## src/rtl/mem_responder_pkg.sv

```systemverilog
// Shared definitions for the memory responder.
// State encoding and the processor-facing widths.
package mem_responder_pkg;

   localparam int MEM_ADDR_W = 6;
   localparam int MEM_DATA_W = 16;

   typedef enum logic [1:0] {
      ST_IDLE    = 2'd0,
      ST_RD_WAIT = 2'd1,
      ST_RD_DONE = 2'd2,
      ST_WR_DONE = 2'd3
   } mem_state_t;

endpackage

```

## src/rtl/mem_responder_mem_array.sv

```systemverilog
// Word store with async clear, one sync write port
// and an enable-gated registered read port.
module mem_responder_mem_array
   import mem_responder_pkg::*;
#(
   parameter int ADDR_W = MEM_ADDR_W,
   parameter int DATA_W = MEM_DATA_W
) (
   input  logic              clk,
   input  logic              rst_n,
   input  logic              we,
   input  logic [ADDR_W-1:0] wr_addr,
   input  logic [DATA_W-1:0] wr_data,
   input  logic              rd_en,
   input  logic [ADDR_W-1:0] rd_addr,
   output logic [DATA_W-1:0] rd_data
);

   localparam int DEPTH = 2 ** ADDR_W;

   logic [DATA_W-1:0] mem [DEPTH];

   always_ff @(posedge clk or negedge rst_n) begin
      if (!rst_n) begin
         for (int i = 0; i < DEPTH; i++) begin
            mem[i] <= '0;
         end
      end else if (we) begin
         mem[wr_addr] <= wr_data;
      end
   end

   // Holds its value between enabled reads.
   always_ff @(posedge clk or negedge rst_n) begin
      if (!rst_n) begin
         rd_data <= '0;
      end else if (rd_en) begin
         rd_data <= mem[rd_addr];
      end
   end

endmodule

```

## src/rtl/mem_responder.sv

```systemverilog
// Memory-side responder: strobe handshake FSM with
// configurable read wait states in front of the array.
module mem_responder
   import mem_responder_pkg::*;
#(
   parameter int ADDR_W  = MEM_ADDR_W,
   parameter int DATA_W  = MEM_DATA_W,
   parameter int RD_WAIT = 2
) (
   input  logic              clk,
   input  logic              proc_rst,
   input  logic [ADDR_W-1:0] mem_addr,
   input  logic [DATA_W-1:0] mem_data_in,
   input  logic              mem_write,
   input  logic              mem_read,
   output logic [DATA_W-1:0] mem_data_out,
   output logic              mem_ready,
   output logic              mem_busy
);

   localparam logic [3:0] CNT_INIT = 4'(RD_WAIT);
   localparam bit NO_WAIT = (RD_WAIT == 0);

   mem_state_t        state;
   logic [3:0]        cnt;
   logic [ADDR_W-1:0] addr_q;

   logic              idle;
   logic              wr_acc;
   logic              rd_acc;
   logic              rd_en;
   logic [ADDR_W-1:0] rd_addr;

   assign idle   = (state == ST_IDLE);
   assign wr_acc = idle && mem_write;
   assign rd_acc = idle && mem_read && !mem_write;

   // Array read fires on the edge that enters RD_DONE.
   assign rd_en   = (rd_acc && NO_WAIT) ||
                    (state == ST_RD_WAIT && cnt == 4'd1);
   assign rd_addr = idle ? mem_addr : addr_q;

   assign mem_ready = (state == ST_RD_DONE) ||
                      (state == ST_WR_DONE);
   assign mem_busy  = !idle;

   always_ff @(posedge clk or negedge proc_rst) begin
      if (!proc_rst) begin
         state  <= ST_IDLE;
         cnt    <= 4'd0;
         addr_q <= '0;
      end else begin
         unique case (state)
            ST_IDLE: begin
               if (mem_write) begin
                  state <= ST_WR_DONE;
               end else if (mem_read) begin
                  addr_q <= mem_addr;
                  cnt    <= CNT_INIT;
                  state  <= NO_WAIT ? ST_RD_DONE : ST_RD_WAIT;
               end
            end
            ST_RD_WAIT: begin
               if (cnt == 4'd1) begin
                  cnt   <= 4'd0;
                  state <= ST_RD_DONE;
               end else begin
                  cnt <= cnt - 4'd1;
               end
            end
            ST_RD_DONE,
            ST_WR_DONE: state <= ST_IDLE;
            default:    state <= ST_IDLE;
         endcase
      end
   end

   mem_responder_mem_array #(
      .ADDR_W (ADDR_W),
      .DATA_W (DATA_W)
   ) u_mem_array (
      .clk     (clk),
      .rst_n   (proc_rst),
      .we      (wr_acc),
      .wr_addr (mem_addr),
      .wr_data (mem_data_in),
      .rd_en   (rd_en),
      .rd_addr (rd_addr),
      .rd_data (mem_data_out)
   );

endmodule

```

## config.mk

```make
export PLATFORM = sky130hd
export DESIGN_NAME = mem_responder
export DESIGN_NICKNAME = d
export VERILOG_FILES = /design/src/rtl/mem_responder_pkg.sv /design/src/rtl/mem_responder_mem_array.sv /design/src/rtl/mem_responder.sv
export SDC_FILE = /design/constraint.sdc
export NUM_CORES = 2
export LEC_CHECK = 0
export BUFFER_PORTS_ARGS = -buffer_cell sky130_fd_sc_hd__buf_2
export CORE_ASPECT_RATIO = 1.5
export CORE_MARGIN = 3
export CORE_UTILIZATION = 57
export DETAILED_ROUTE_END_ITERATION = 6
export MAX_ROUTING_LAYER = met4
export PLACE_DENSITY = 0.88
export REMOVE_ABC_BUFFERS = 1
export SYNTH_ARGS = -nofsm -noshare
export SYNTH_HDL_FRONTEND = slang
export SYNTH_SLANG_ARGS = --single-unit
```

## constraint.sdc

```tcl
create_clock -name clk -period 2.4 [get_ports clk]
set_input_delay 0.12 -clock clk [delete_from_list [all_inputs] [get_ports clk]]
set_output_delay 0.12 -clock clk [all_outputs]
set_load 0.03 [all_outputs]
```

==> reports/results.env <==
CLKLATENCYLATEPIN_PS=700
GRT.OVERFLOW.TOTAL=0
ROOT_BUFFER='sky130_fd_sc_hd__clkbuf_16'
VIAS_PER_CELL=6.85
DP_HPWL_MM=96.5
DRT_WL_TOTAL_MM=167
FIN_CRIT_SH_PCT=141
GR-USAGE-ALL-LAYERS_PCT=36.6
LAYOUT_COMMONEST_CELL='sky130_fd_sc_hd__dfrtp_1'
DIE_HEIGHT_UM=364
STATIC-LEAKAGE-POWER_nW=28.8
SYNTH_TOP_CELL_BY_AREA='sky130_fd_sc_hd__dfrtp_1'
VIAS=38000
SYNTHDOMINANTCELLAREASHARE_PCT=54.0
MOST_USED_CELLS_IN_THE_LAYOUT_EXCLUDING_FILL_AND_TAP_CELLS='sky130_fd_sc_hd__dfrtp_1, sky130_fd_sc_hd__mux2_2, sky130_fd_sc_hd__nand2_1'
REMAINING_DRC_ERRORS=0
CTS.SINKS=1052
SYNTHESIZED_AREA_DIVIDED_BY_SYNTHESIZED_CELL_COUNT_UM2=12.1
DIE_WIDTH_UM=245
LAYOUT.CELLS.NON_FILLER=5544
TIMING_MAX_TRANSITION_VIOLATIONS_FINAL=0
POSTSYNTHREGISTERBITS=1052
TIMING.SETUP.TNS_PS=-10570
FINAL_ANTENNA_NET_COUNT=0
FINAL_LAYOUT_SIZE_SUFFIX_GT1_SHARE_PCT=44.1
CTS-HTREE-LEVELS=3
GRT_PASS1_WL_MM=238
HOLD_VIOLATIONS=0
SYNTH_SEQUENTIAL_AREA_RATIO_PCT=54.0
MAX-SLEW-MARGIN-REL_PCT=15.2
FP.DIEAREA_MM2=0.0892
WIRE_PER_INST_UM=30.1
CELL_COUNT_AFTER_PLACEMENT=5270
NUMBER_OF_MAXIMUM_CAPACITANCE_VIOLATIONS=0
CAPTURING_ELEMENT_TYPE_OF_THE_CRITICAL_PATH='flip-flop'
FINAL.SETUP.WORST_SLACK_PS=-978
FLOORPLAN.ROWS=130
NUM-NETS-FINAL=4375
CRITPATHARRIVALTIME_PS=3960
YOSYS_MOST_USED_DFF='sky130_fd_sc_hd__dfrtp_1'
PLACE_CONGESTION=0.972
DETAIL_ROUTE.ITER0.VIOLATIONS=4877
FINCLKSKEW_PS=23.6
GRT_START_MAX_NET_PINS=111
IO-PIN-COUNT=44
POST_SYNTH_INST_COUNT=4019
SYNTH-EDFF-COUNT=0
CRITICALPATHCATEGORY='reg2reg'
VIOLATIONS='negative setup slack'
GRT_PASS1_VIAS=38800
INITIAL_UTILIZATION_PCT=57.9
ANTENNA_FOUND_INITIAL=9
CTSLONGESTPATHBUFFERS=3
CORE_REGION_AREA_MM2=0.0843
FINAL.MIN_CLOCK_PERIOD_PS=3380
NETLIST_AREA_MM2=0.0488
CTS-BUFFERS-INSERTED=94
YOSYSWARNINGCOUNT=0
SYNTHTOLAYOUTAREAGROWTH_PCT=21.5
CELLPOWERDENSITY_mW_PER_MM2=1190
YS_TOP_CELLS_BY_AREA='sky130_fd_sc_hd__dfrtp_1, sky130_fd_sc_hd__mux2_2, sky130_fd_sc_hd__nand2_1'
IO_BUFFERS=43
HOLD-WORST-SLACK_PS=49.8
TIMING_WORST_SLEW_PIN_VALUE_PS=1270
CLKSLEWWORSTSETUPHOLDPATHS_PS=70
FMAXACHIEVABLE_MHz=296
SYNTH_CELL_TYPE_COUNT=64
CP.REQUIRED_PS=2980
VDD_DROP_MAX_mV=0.697
YS_ASYNC_SR_FRACTION_PCT=100
TIMING.HOLD.WORST.CLASS='in2reg'
CRITICAL_PATH.STARTPOINT_TYPE='flip-flop'
GRT_SETUP_UNREPAIRED='true'
TRITONCTS='built'
SETUP_VIOLATIONS=34
DRT-PASS1-ITER-COUNT=6
WORST-PATH-MAX-FANOUT=10
RUN_STATUS='complete, but fails checks'
==> logic make-up after synthesis <==
| logic type | Yosys count | synth area share (%) |
|---|---|---|
| multiplexers | 1222 | 28.5 |
| flip-flops | 1052 | 54.0 |
| AND/OR/NAND/NOR | 946 | 8.38 |
| AO/OA/AOI/OAI | 433 | 5.78 |
| buffers and inverters | 363 | 3.33 |
| adder cells (fa/ha/maj) | 2 | 0.0513 |
| XOR/XNOR | 1 | 0.0180 |
==> final cells by class <==
type,instances,area [µm²]
inverter,5,18.8
sequential,1052,26300
clock inverter,34,518
multi-input combinational,2604,21700
clock buffer,132,2800
tap,1122,1400
antenna,5,12.5
fill,5043,25000
timing repair buffer,590,6500
==> Yosys cell counts, drive strengths merged (6+ instances only) <==
cell / count
a2111oi: 6
a221oi: 32
a211o: 15
mux2i: 160
nor3: 7
o211ai: 21
nand2: 463
nand3: 99
o221ai: 16
mux2: 1035
a32oi: 20
a21oi: 55
nor2: 270
a211oi: 16
nor4: 19
o2111ai: 15
clkbuf: 194
mux4: 27
o21ai: 129
o22ai: 31
a22oi: 12
nor2b: 8
buf: 164
nand2b: 8
nand4: 37
and3: 12
a31oi: 57
dfrtp: 1052
==> flip-flops by register name, indices dropped and copies added, names as in the netlist <==
name	flops
u_mem_array.rd_data	16
cnt	4
addr_q	6
u_mem_array.mem	1024
state	2
==> worst max-delay path, cell delays in order (launching register included) <==
cell and delay (ps):
sky130_fd_sc_hd__dfrtp_1 410, sky130_fd_sc_hd__nor2_2 170, sky130_fd_sc_hd__inv_2 70, sky130_fd_sc_hd__buf_6 130, sky130_fd_sc_hd__buf_4 140, sky130_fd_sc_hd__buf_4 150
sky130_fd_sc_hd__nor3b_2 220, sky130_fd_sc_hd__a31o_2 250, sky130_fd_sc_hd__buf_4 220, sky130_fd_sc_hd__nand3_1 120, sky130_fd_sc_hd__a31oi_1 680, sky130_fd_sc_hd__a221oi_1 330
sky130_fd_sc_hd__a211o_1 350
==> where the power goes <==
part	total [W]	internal, W	switching [W]	leakage, nW
Sequential	0.0225	0.0205	0.00207	14.4
Combinational	0.0317	0.0140	0.0177	12.8
Clock	0.0165	0.00951	0.00700	1.64
==> layer usage <==
metal	GRT usage, %	up-vias	wire (µm)
met5	-	-	0
met4	29.9	0	17300
met3	6.61	1007	15100
met2	57.9	2805	78900
met1	40.6	19200	55700
li1	-	15000	-
==> metrics by stage <==
step | setup WS (ps) | utilization (%) | area (µm²) | power (W)
after detailed placement | -849 | 63.7 | 53700 | 0.0476
after CTS | -383 | 69.1 | 58200 | 0.0667
after global placement | -755 | 63.7 | 53700 | 0.0468
after floorplan | -19160 | - | 47200 | 0.0321
after global routing | -921 | 70.3 | 59300 | 0.0724
final | -978 | 70.3 | 59300 | 0.0708
==> final timing paths <==
check,startpoint,end,slack [ps],cells after the start
worst max register to register,state[1],u_mem_array.rd_data[12],-980,12
worst max-delay path,state[1],u_mem_array.rd_data[12],-980,12
min in group asynchronous,proc_rst,u_mem_array.mem[347],530,3
worst min-delay path,mem_data_in[4],u_mem_array.mem[692],50,3
max in group asynchronous,proc_rst,u_mem_array.mem[123],660,4
worst min register to register,u_mem_array.mem[918],u_mem_array.mem[918],500,1
==> timing repair <==
action                     CTS  global route
hold endpoints to repair   688             0
resized for setup          128           115
setup endpoints to repair  175           449
gates cloned                 8             7
pin swaps                   48            59
buffers inserted            32            52
hold buffers                12             0
No activity file was read; power rests on OpenSTA's default activity.
